==> src/rtl/clk_switch_sequencer.sv <==
// Glitch-safe HDMI/local clock switchover sequencer running on the always-present local clock.
// Define SWITCH_STATS_EN to add the switch_cnt / retry_cnt statistics outputs.
module clk_switch_sequencer #(
   parameter int unsigned DEBOUNCE_CYC = 1024,
   parameter int unsigned QUIESCE_CYC  = 64,
   parameter int unsigned MMCM_RST_CYC = 16,
   parameter int unsigned LOCK_TIMEOUT = 1000000,
   parameter int unsigned SETTLE_CYC   = 256,
   parameter int unsigned CNT_W        = 20
) (
   input  logic        local_clk,
   input  logic        rst_n,
   input  logic        sel_in,
   input  logic        mmcm_locked,
   output logic        clk_sel,
   output logic        mmcm_rst,
   output logic        pipe_rst_n,
   output logic        busy,
   output logic        lock_retry
`ifdef SWITCH_STATS_EN
   ,
   output logic [15:0] switch_cnt,
   output logic [7:0]  retry_cnt
`endif
);

   typedef enum logic [2:0] {
      StInit,
      StRun,
      StQuiesce,
      StSwap,
      StWaitLock,
      StSettle
   } state_e;

   localparam logic [CNT_W-1:0] DebounceLast = CNT_W'(DEBOUNCE_CYC - 1);
   localparam logic [CNT_W-1:0] QuiesceLoad  = CNT_W'(QUIESCE_CYC - 1);
   localparam logic [CNT_W-1:0] MmcmRstLoad  = CNT_W'(MMCM_RST_CYC - 1);
   localparam logic [CNT_W-1:0] LockLoad     = CNT_W'(LOCK_TIMEOUT - 1);
   localparam logic [CNT_W-1:0] SettleLoad   = CNT_W'(SETTLE_CYC - 1);

   logic             sel_meta_q, sel_s_q;
   logic             lock_meta_q, lock_s_q;

   state_e           state_q, state_d;
   logic [CNT_W-1:0] cnt_q, cnt_d;
   logic             clk_sel_q, clk_sel_d;
   logic             mmcm_rst_q, mmcm_rst_d;
   logic             pipe_rst_n_q, pipe_rst_n_d;
   logic             busy_q, busy_d;
   logic             lock_retry_q, lock_retry_d;
   logic             lock_low_q, lock_low_d;
   logic             toggle_q, toggle_d;
   logic             sw_pend_q, sw_pend_d;

   always_comb begin
      state_d      = state_q;
      cnt_d        = cnt_q;
      clk_sel_d    = clk_sel_q;
      mmcm_rst_d   = mmcm_rst_q;
      pipe_rst_n_d = pipe_rst_n_q;
      lock_retry_d = 1'b0;
      lock_low_d   = 1'b0;
      toggle_d     = toggle_q;
      sw_pend_d    = sw_pend_q;

      unique case (state_q)
         StInit: begin
            if (cnt_q == '0) begin
               state_d    = StWaitLock;
               mmcm_rst_d = 1'b0;
               cnt_d      = LockLoad;
            end else begin
               cnt_d = cnt_q - 1'b1;
            end
         end

         StRun: begin
            lock_low_d = ~lock_s_q;
            // Two consecutive low lock samples force a re-lock sequence without a source change.
            if (!lock_s_q && lock_low_q) begin
               state_d      = StQuiesce;
               pipe_rst_n_d = 1'b0;
               cnt_d        = QuiesceLoad;
               toggle_d     = 1'b0;
               sw_pend_d    = 1'b1;
               lock_low_d   = 1'b0;
            end else if (sel_s_q != clk_sel_q) begin
               if (cnt_q == DebounceLast) begin
                  state_d      = StQuiesce;
                  pipe_rst_n_d = 1'b0;
                  cnt_d        = QuiesceLoad;
                  toggle_d     = 1'b1;
                  sw_pend_d    = 1'b1;
                  lock_low_d   = 1'b0;
               end else begin
                  cnt_d = cnt_q + 1'b1;
               end
            end else begin
               cnt_d = '0;
            end
         end

         StQuiesce: begin
            if (cnt_q == '0) begin
               state_d    = StSwap;
               mmcm_rst_d = 1'b1;
               cnt_d      = MmcmRstLoad;
               if (toggle_q) begin
                  clk_sel_d = ~clk_sel_q;
               end
            end else begin
               cnt_d = cnt_q - 1'b1;
            end
         end

         StSwap: begin
            if (cnt_q == '0) begin
               state_d    = StWaitLock;
               mmcm_rst_d = 1'b0;
               cnt_d      = LockLoad;
            end else begin
               cnt_d = cnt_q - 1'b1;
            end
         end

         StWaitLock: begin
            if (lock_s_q) begin
               state_d = StSettle;
               cnt_d   = SettleLoad;
            end else if (cnt_q == '0) begin
               // Retry re-enters SWAP only to pulse the MMCM reset; clk_sel is left alone.
               state_d      = StSwap;
               mmcm_rst_d   = 1'b1;
               lock_retry_d = 1'b1;
               cnt_d        = MmcmRstLoad;
            end else begin
               cnt_d = cnt_q - 1'b1;
            end
         end

         StSettle: begin
            if (!lock_s_q) begin
               state_d = StWaitLock;
               cnt_d   = LockLoad;
            end else if (cnt_q == '0) begin
               state_d      = StRun;
               pipe_rst_n_d = 1'b1;
               cnt_d        = '0;
               sw_pend_d    = 1'b0;
            end else begin
               cnt_d = cnt_q - 1'b1;
            end
         end

         default: begin
            state_d      = StInit;
            cnt_d        = MmcmRstLoad;
            clk_sel_d    = 1'b1;
            mmcm_rst_d   = 1'b1;
            pipe_rst_n_d = 1'b0;
            sw_pend_d    = 1'b0;
         end
      endcase

      busy_d = (state_d != StRun);
   end

   always_ff @(posedge local_clk) begin
      if (!rst_n) begin
         sel_meta_q   <= 1'b0;
         sel_s_q      <= 1'b0;
         lock_meta_q  <= 1'b0;
         lock_s_q     <= 1'b0;
         state_q      <= StInit;
         cnt_q        <= MmcmRstLoad;
         clk_sel_q    <= 1'b1;
         mmcm_rst_q   <= 1'b1;
         pipe_rst_n_q <= 1'b0;
         busy_q       <= 1'b1;
         lock_retry_q <= 1'b0;
         lock_low_q   <= 1'b0;
         toggle_q     <= 1'b0;
         sw_pend_q    <= 1'b0;
      end else begin
         sel_meta_q   <= sel_in;
         sel_s_q      <= sel_meta_q;
         lock_meta_q  <= mmcm_locked;
         lock_s_q     <= lock_meta_q;
         state_q      <= state_d;
         cnt_q        <= cnt_d;
         clk_sel_q    <= clk_sel_d;
         mmcm_rst_q   <= mmcm_rst_d;
         pipe_rst_n_q <= pipe_rst_n_d;
         busy_q       <= busy_d;
         lock_retry_q <= lock_retry_d;
         lock_low_q   <= lock_low_d;
         toggle_q     <= toggle_d;
         sw_pend_q    <= sw_pend_d;
      end
   end

   assign clk_sel    = clk_sel_q;
   assign mmcm_rst   = mmcm_rst_q;
   assign pipe_rst_n = pipe_rst_n_q;
   assign busy       = busy_q;
   assign lock_retry = lock_retry_q;

`ifdef SWITCH_STATS_EN
   logic [15:0] switch_cnt_q, switch_cnt_d;
   logic [7:0]  retry_cnt_q, retry_cnt_d;

   // A switch completes on the SETTLE->RUN edge; the power-up INIT sequence does not count.
   always_comb begin
      switch_cnt_d = switch_cnt_q;
      retry_cnt_d  = retry_cnt_q;
      if (state_q == StSettle && state_d == StRun && sw_pend_q && switch_cnt_q != 16'hFFFF) begin
         switch_cnt_d = switch_cnt_q + 16'd1;
      end
      if (lock_retry_d && retry_cnt_q != 8'hFF) begin
         retry_cnt_d = retry_cnt_q + 8'd1;
      end
   end

   always_ff @(posedge local_clk) begin
      if (!rst_n) begin
         switch_cnt_q <= 16'd0;
         retry_cnt_q  <= 8'd0;
      end else begin
         switch_cnt_q <= switch_cnt_d;
         retry_cnt_q  <= retry_cnt_d;
      end
   end

   assign switch_cnt = switch_cnt_q;
   assign retry_cnt  = retry_cnt_q;
`endif

endmodule

==> config.mk <==
export PLATFORM = sky130hd
export DESIGN_NAME = clk_switch_sequencer
export DESIGN_NICKNAME = d
export VERILOG_FILES = /design/src/rtl/clk_switch_sequencer.sv
export SDC_FILE = /design/constraint.sdc
export NUM_CORES = 1
export LEC_CHECK = 0
export ABC_AREA = 1
export BUFFER_PORTS_ARGS = -buffer_cell sky130_fd_sc_hd__buf_2
export CORE_MARGIN = 2
export CORE_UTILIZATION = 40
export CTS_CLUSTER_SIZE = 8
export DETAILED_ROUTE_END_ITERATION = 7
export GPL_TIMING_DRIVEN = 0
export HOLD_SLACK_MARGIN = 0.12
export PLACE_DENSITY = 0.57
export SYNTH_ARGS = -nofsm -noshare
export SYNTH_HDL_FRONTEND = slang
export SYNTH_SLANG_ARGS = --single-unit
==> constraint.sdc <==
create_clock -name local_clk -period 3.07 [get_ports local_clk]
set_input_delay 0.307 -clock local_clk [delete_from_list [all_inputs] [get_ports local_clk]]
set_output_delay 0.307 -clock local_clk [all_outputs]
set_load 0.05 [all_outputs]
Yosys cells after proc, flatten, opt, wreduce, memory -nomap -nowiden
Cells that the tools add are included.
{ "totals": {"input_bits": 4, "elab_cells": 92, "regBits": 34, "output_inout_bits": 5} }
{ "op_classes": {"n_eq_ne": 16, "mux": 37, "add_sub_neg": 2, "n_reduce_logical": 16, "n_bitwise": 8} }
{ "op_table": {"columns": ["operator", "count"], "rows": [
  ["two-way mux 20 bit", 8],
  ["one-hot mux 20 bit (5 select lines)", 1],
  ["two-way mux 3 bit", 8],
  ["adder 20 x 1 -> 20 bit, second input constant", 1],
  ["equality test 20 x 10 -> 1 bit, second input constant", 1],
  ["logical NOT 20 bit", 1],
  ["subtractor 20 x 1 -> 20 bit, second input constant", 1],
  ["two-way mux 1 bit", 16],
  ["one-hot mux 3 bit (5 select lines)", 1],
  ["!= test 2 bit, second input constant", 5],
  ["AND reduction 3 bit", 3],
  ["inverter 1 bit", 8],
  ["equality test 3 x 2 -> 1 bit, second input constant", 2],
  ["equality test 3 bit, second input constant", 2],
  ["!= test 3 bit, second input constant", 2],
  ["OR reduction 3 bit", 2],
  ["AND reduction 5 bit", 1],
  ["OR reduction 5 bit", 1],
  ["one-hot mux 1 bit (4 select lines)", 1],
  ["nonzero test 2 bit", 2],
  ["OR reduction 2 bit", 2],
  ["OR reduction 4 bit", 1],
  ["equality test 3 x 1 -> 1 bit, second input constant", 1],
  ["logical NOT 3 bit", 1],
  ["7 further kinds", 7]
]} }

Longest topological paths before layout
Gate-level depths: netlist (run 1).
{ "logic_depth": {"word_depth": 6, "ltp_mapped": 13, "depth_no_buf": 12} }

Least setup slack after synthesis (run 1)
Ideal clock, no wire load.
{ "synth_timing": {"kind": "register to register", "from": "register clk_sel_q (netlist: clk_sel)", "to": "register cnt_q[2]", "stages_incl_launch_ff": 9, "arrival_time_ns": 1.503, "setup_ns": 0.135, "path_slack_ns": 1.432, "path_cell_list": "dfxtp_1 -> xnor2_1 -> nand2_1 -> nand2_1 -> inv_1 -> nand2_2 -> inv_2 -> nor2_1 -> o221ai_1"} }
{ "synth_between": {"elab_chain_cells": 4} }
{ "synth_rtl": {"columns": ["element", "line", "text"], "rows": [
  ["start, declared", "47", "logic clk_sel_q, clk_sel_d;"],
  ["start signal, assigned", "192", "clk_sel_q <= clk_sel_d;"],
  ["!= test 1 bit", "88", "end else if (sel_s_q != clk_sel_q) begin"],
  ["two-way mux 20 bit", "88", null],
  ["two-way mux 20 bit", "81", "if (!lock_s_q && lock_low_q) begin"],
  ["one-hot mux 20 bit (5 select lines)", "67", "unique case (state_q)"],
  ["end signal, assigned", "176", "cnt_q <= MmcmRstLoad;"],
  ["end signal, assigned", "191", "cnt_q <= cnt_d;"],
  ["end, declared", "46", "logic [CNT_W-1:0] cnt_q, cnt_d;"]
]} }
No other way between the ends.
A chain may end at the register's enable or synchronous reset.

Worst setup path after layout (run 1)
{ "layout_timing": {"from": "register cnt_q[1]", "to": "register cnt_q[19]"} }
{ "layout_between": {"elab_chain_cells": 5, "word_cells_on_any_way": 13, "classes_between": "2 x add/sub; 1 x eq/ne; 9 x mux; 1 x reduce/logical"} }
{ "layout_rtl": {"columns": ["element", "line", "text"], "rows": [
  ["adder 20 x 1 -> 20 bit or equality test 20 x 10 -> 1 bit (tied branches)", "97, 89", null],
  ["two-way mux 20 bit", "89", "if (cnt_q == DebounceLast) begin"],
  ["two-way mux 20 bit", "88", null],
  ["two-way mux 20 bit", "81", null],
  ["one-hot mux 20 bit (5 select lines) (*)", "67", null]
]} }
Every way passes the cells marked *; elsewhere a longest branch is shown, timed or not.

==> impl_metrics.yaml, run 1 <==
cells_and_area:
  fin_area_um2: 2990
  drive_gt1_share_pct: 14.4
  reg_top3: "cnt_q: 20 flops, state_q: 3 flops"
  final_cell_mix: "nand2_1, nor2_1, inv_1, nand3_1, dfxtp_1"
  utilization_pct: 44.5
  regMostFlops: "cnt_q"
  layout_commonest_cell: "nand2_1"
  largest_register_ffs: 20
  nNetsFinal: 486
  diodes: 0
  synthToLayoutAreaGrowth_pct: 8.54
  fill_cells: 746
hold_path:
  min_from: "mmcm_locked"
  min_path_type: "input port to flop"
clocking:
  clk_pin_slew_ns: 0.08
  hold_buffers: 0
  cts.sinks: 34
  worstSkewPairLatency_ns: 0.29
  post_cts_buffers: 0
  numCtsBuffers: 5
  cts_tree: "built"
  ctsResizeCount: 0
  cts-root-buf: "clkbuf_8"
  h-tree-depth: 2
  cts_buffer_depth: 2
run:
  drv_cap: 0
power_and_ir_drop:
  p_per_area_nw_per_um2: 290
  peakVddDrop_uv: 139
  leakage_uw: 0.00157
routing:
  wl_um: 7760
  wire_per_inst_um: 13.8
  drc_errors: 0
  drt_first_iter_violations: 163
  first_pass_iters: 4
  vias_per_cell: 5.03
  postRouteAntennaNets: 0
  vias: 2816
sta:
  finClkSkew_ns: 0.00876
  worst_slew_pin_slew_ns: 0.644
  finalCritPeriodShare_pct: 71.6
  worst_slack_ns: 0.873
  final_hold_viol_count: 0
  setup_viol: 0
  slew_violations: 0
  slew_headroom_pct: 57.1
  setup_tns_ns: 0
  min_period_ns: 2.20
  timing.fmax_ghz: 0.455
  rsz0062_at_grt: "no"
synthesis:
  synthMuxAreaShare_pct: 0
  netlist_area_um2: 2750
  ys_warn_count: 0
  avgSynthCellArea_um2: 5.94
  synthXorXnorAreaFrac_pct: 6.36
  postSynth.asyncResetShare_pct: 0
  synth_seq_cells: 34
  synthSimpleGateAreaFrac_pct: 49.3
  synth_cell_types: 32
  netlist_instances: 464
  postSynth.topFlopCell: "dfxtp_1"
  ys_seq_area_share_pct: 24.7
  synthAdderAreaFrac_pct: 1.36
  synth_top_family_by_area: "simple AND/OR/NAND/NOR gates"
  synthesis.nets: 471
  synth_compound_area_share_pct: 7.00
  synth-edff-count: 0
global_route:
  grt_pass1_wl_um: 12800
  grt_pass1_vias: 2641
  grt_max_degree: 12
  grt_antenna_before_repair: 0
  grt_usage_pct: 22.0
  gr-total-overflow: 0
placed_design:
  gp_congestion: 0.903
  hpwl_um: 6200
  port_buffers: 8
  dp_slack_ns: 0.930
  placed_cell_area_um2: 2890
critical_path:
  cp-startpoint: "cnt_q[1]$_SDFF_PN1_"
  r2r_setup_slack_ns: 0.87
  rr_worst_depth: 10
  cp_data_required_time_ns: 3.23
  cp_max_fo: 9
  crit_end: "cnt_q[19]$_SDFF_PN0_"
  crit_path_start_kind: "flop"
  cp.arrival_ns: 2.36
  path_class: "flop to flop"
  reg2reg_to: "cnt_q[19]$_SDFF_PN0_"
  worstSetupEndpointType: "flop"
  rr_startpoint: "cnt_q[1]$_SDFF_PN1_"
floorplan:
  die_h_um: 87.0
  core_um2: 6720
  die-area_um2: 7560
  placementRows: 30
  chipWidth_um: 87.0
  ios: 9
  initial_core_util_pct: 41.0
run_status:
  status: "finished, final reports clean"
==> worst min-delay path by stage <==
stage                                  end  slack (ns)  cells past startpoint
detailed placement     lock_s_q$_SDFF_PN0_        0.40                      2
CTS                  sel_meta_q$_SDFF_PN0_        0.19                      3
global placement       lock_s_q$_SDFF_PN0_        0.39                      2
floorplan              lock_s_q$_SDFF_PN0_        0.39                      2
global route         sel_meta_q$_SDFF_PN0_        0.22                      3
finish              lock_meta_q$_SDFF_PN0_        0.20                      3
==> through the flow <==
| step | hold WS, ns | power, µW | std cells |
|---|---|---|---|
| after floorplan | 0.390 | 501 | 464 |
| after global placement | 0.392 | 518 | 552 |
| after detailed placement | 0.400 | 518 | 552 |
| after CTS | 0.192 | 890 | 560 |
| after global routing | 0.216 | 911 | 560 |
| final | 0.201 | 868 | 560 |
==> synthesized netlist by cell type (2+ instances only) <==
library cell	count	share of area (%)
o211ai_1	3	0.82
inv_2	7	0.95
clkbuf_1	2	0.27
xor2_1	16	5.1
nor2_1	73	9.9
nand3_1	37	6.7
nand2_2	10	2.3
nand3_2	3	1.1
buf_2	7	1.3
a21oi_1	13	2.4
nor3_1	9	1.6
nor2_4	5	2.0
nor2_2	15	3.4
buf_6	3	1.2
nand2_1	131	18
dfxtp_1	34	25
ha_1	3	1.4
xnor2_1	4	1.3
o21ai_1	7	1.3
nand3b_1	4	1.1
nand4_1	8	1.8
inv_1	55	7.5
o21ai_0	6	1.1
==> critical path: stages (launching register included) <==
cell     delay [ns]
dfxtp_1        0.43
ha_1           0.38
nand3_1        0.24
nor3_4         0.29
nand3_2        0.13
nand2_4        0.15
inv_2          0.12
nand3_1        0.14
nand2_1        0.07
nor2_1         0.08
nor2_1         0.04
==> logic make-up (layout without fill, tap and decap cells) <==
group / count (synthesis) / after routing
simple gates: 299 / 299
compound gates: 34 / 34
flops: 34 / 34
buf+inv: 74 / 90
xor+xnor: 20 / 20
fa+ha+maj: 3 / 3
==> per-layer routing <==
| layer | vias to the layer above | share of wire (%) | global-route usage (%) |
|---|---|---|---|
| li1 | 1477 | - | - |
| met1 | 1269 | 46 | 28.6 |
| met2 | 52 | 47 | 36.4 |
| met3 | 18 | 3.8 | 3.41 |
| met4 | 0 | 3.0 | 8.81 |
| met5 | - | 0 | 0 |
==> where the power goes <==
part	total (µW)	switching, µW	leakage, µW	internal, µW
logic	56.8	38.4	0.00124	18.4
registers	451	4.60	0.000276	446
clock network	360	179	0.0000472	181
==> cell type report <==
type | instances | area [µm²] | area share (%)
plain buffers | 12 | 76.3 | 2.55
clock buffers | 6 | 82.6 | 2.76
clock inverters | 2 | 12.5 | 0.419
inverters | 62 | 233 | 7.79
multi-input cells | 356 | 1760 | 59.0
flip-flops and latches | 34 | 681 | 22.8
well taps | 80 | 100 | 3.35
repair buffers | 8 | 40.0 | 1.34
No activity file was read; power rests on OpenSTA's default activity.
==> inputs of run 2 (changes only) <==
--- a/config.mk
+++ b/config.mk
@@ -13,7 +13,7 @@
 export DETAILED_ROUTE_END_ITERATION = 7
 export GPL_TIMING_DRIVEN = 0
 export HOLD_SLACK_MARGIN = 0.12
-export PLACE_DENSITY = 0.57
+export PLACE_DENSITY = 0.59
 export SYNTH_ARGS = -nofsm -noshare
 export SYNTH_HDL_FRONTEND = slang
 export SYNTH_SLANG_ARGS = --single-unit
==> constraint.sdc (replaced) <==
create_clock -name local_clk -period 2.01 [get_ports local_clk]
set_input_delay 0.201 -clock local_clk [delete_from_list [all_inputs] [get_ports local_clk]]
set_output_delay 0.201 -clock local_clk [all_outputs]
set_load 0.05 [all_outputs]
==> impl_metrics.yaml, run 2 (synthesis gave the netlist of run 1 again) <==
hold_path:
  whs_endpoint: "cnt_q[6]$_SDFF_PN0_"
  hold-path-cell-count: 3
  min_path_type: "input port to flop"
  min_from: "rst_n"
routing:
  first_pass_iters: 4
  wl_um: 7530
  wire_per_inst_um: 13.4
  postRouteAntennaNets: 0
  drc_errors: 0
  vias: 2818
  vias_per_cell: 5.01
  drt_first_iter_violations: 133
global_route:
  grt_max_degree: 11
  gr-total-overflow: 0
  grt_pass1_wl_um: 12600
  grt_usage_pct: 21.6
  grt_pass1_vias: 2662
  grt_antenna_before_repair: 0
placed_design:
  dp.cells: 552
  placed_cell_area_um2: 2890
  port_buffers: 8
  hpwl_um: 5980
  gp_congestion: 0.933
critical_path:
  cp_max_fo: 9
  path_class: "flop to flop"
  rr_worst_depth: 10
  cp_data_required_time_ns: 2.20
  crit_path_start_kind: "flop"
  cp.arrival_ns: 2.08
  reg2reg_to: "cnt_q[0]$_SDFF_PN1_"
  rr_startpoint: "cnt_q[0]$_SDFF_PN1_"
  r2r_setup_slack_ns: 0.12
  worstSetupEndpointType: "flop"
cells_and_area:
  drive_gt1_share_pct: 16.2
  diodes: 0
  final_cell_mix: "nand2_1, nor2_1, inv_1, nand3_1, dfxtp_1"
  synthToLayoutAreaGrowth_pct: 10.7
  largest_register_ffs: 20
  fin_area_um2: 3050
  reg_top3: "cnt_q: 20 flops, state_q: 3 flops"
  regMostFlops: "cnt_q"
  finalNonFillerCells: 562
  utilization_pct: 45.4
  layout_commonest_cell: "nand2_1"
  nNetsFinal: 489
floorplan:
  chipWidth_um: 87.0
  initial_core_util_pct: 41.0
  placementRows: 30
  die_h_um: 87.0
  ios: 9
  core_um2: 6720
  die-area_um2: 7560
power_and_ir_drop:
  leakage_uw: 0.00158
  p_per_area_nw_per_um2: 422
  finalPower_uw: 1290
  power_switching_uw: 336
  power.internal_uw: 951
  switching_share_pct: 26.1
  p_comb_share_pct: 7.3
  seqPwrFrac_pct: 53.7
  peakVddDrop_uv: 221
  clockPowerShare_pct: 39.0
sta:
  finalCritPeriodShare_pct: 94.0
  final_hold_viol_count: 0
  worst_slew_pin_slew_ns: 0.564
  setup_viol: 0
  slew_headroom_pct: 62.4
  finClkSkew_ns: 0.00591
  min_period_ns: 1.89
  timing.fmax_ghz: 0.530
  slew_violations: 0
clocking:
  worstSkewPairLatency_ns: 0.29
  cts.sinks: 34
  numCtsBuffers: 5
  clk_pin_slew_ns: 0.07
  cts-root-buf: "clkbuf_8"
  h-tree-depth: 2
  cts_buffer_depth: 2
  cts_tree: "built"
run_status:
  status: "finished, final reports clean"
run:
  drv_cap: 0
## run 2: worst max path at each step
stage                                     from                    to  depth (start not counted)  slack, ns
after floorplan           clk_sel$_SDFFE_PN1P_   cnt_q[2]$_SDFF_PN1_                          8       0.37
after global placement     cnt_q[1]$_SDFF_PN1_  cnt_q[14]$_SDFF_PN0_                         10      -0.11
after detailed placement   cnt_q[1]$_SDFF_PN1_  cnt_q[14]$_SDFF_PN0_                         10      -0.09
after CTS                  cnt_q[0]$_SDFF_PN1_  cnt_q[16]$_SDFF_PN0_                         12       0.02
after global routing       cnt_q[0]$_SDFF_PN1_  cnt_q[14]$_SDFF_PN0_                         12    -0.0004
final                      cnt_q[0]$_SDFF_PN1_   cnt_q[0]$_SDFF_PN1_                         10       0.12
## run 2: critical path, cell delays in order (launching register included)
cell	delay [ns]
dfxtp_1	0.34
clkbuf_4	0.19
inv_4	0.10
ha_1	0.14
nand2_1	0.11
nor2_2	0.16
nand3_4	0.14
a21oi_1	0.27
inv_1	0.15
o21ai_1	0.14
nand2_1	0.05
## run 2: per-stage QoR
step	hold WS [ns]	setup slack [ns]	setup TNS (ns)
after detailed placement	0.389	-0.0861	-0.234
after floorplan	0.299	0.372	0
final	0.172	0.121	0
after CTS	0.164	0.0159	0
after global placement	0.387	-0.107	-0.318
after global routing	0.190	-0.000359	-0.000359
## run 2: layout make-up
class,instances,area [µm²]
inverter,62,235
tap,80,100
fill,751,3670
multi-input combinational,356,1810
timing repair buffer,11,67.6
clock inverter,2,10.0
buffer,12,78.8
sequential,34,682
clock buffer,5,68.8
## run 2: power groups by stage
stage | clock [µW] | sequential, µW | combinational [µW]
final | 502 | 691 | 93.7
after global routing | 544 | 692 | 104
after CTS | 524 | 690 | 92.9
after detailed placement | 0 | 704 | 85.6
after global placement | 0 | 704 | 84.2
after floorplan | 0 | 703 | 62.2
## run 2: per-layer routing
metal | routed length [µm] | track usage [%] | vias up
met5 | 0 | 0 | -
met1 | 3550 | 28.2 | 1286
met4 | 61 | 6.68 | 0
met3 | 302 | 2.84 | 4
li1 | - | - | 1479
met2 | 3620 | 36.9 | 49
## run 2: repair_timing
| item | CTS | global route |
|---|---|---|
| setup buffers | 1 | 0 |
| hold buffers | 2 | 0 |
| pin swaps | 1 | 2 |
| resized for setup | 3 | 11 |
| hold endpoints to repair | 2 | 0 |
| endpoints found under the setup margin | 11 | 18 |
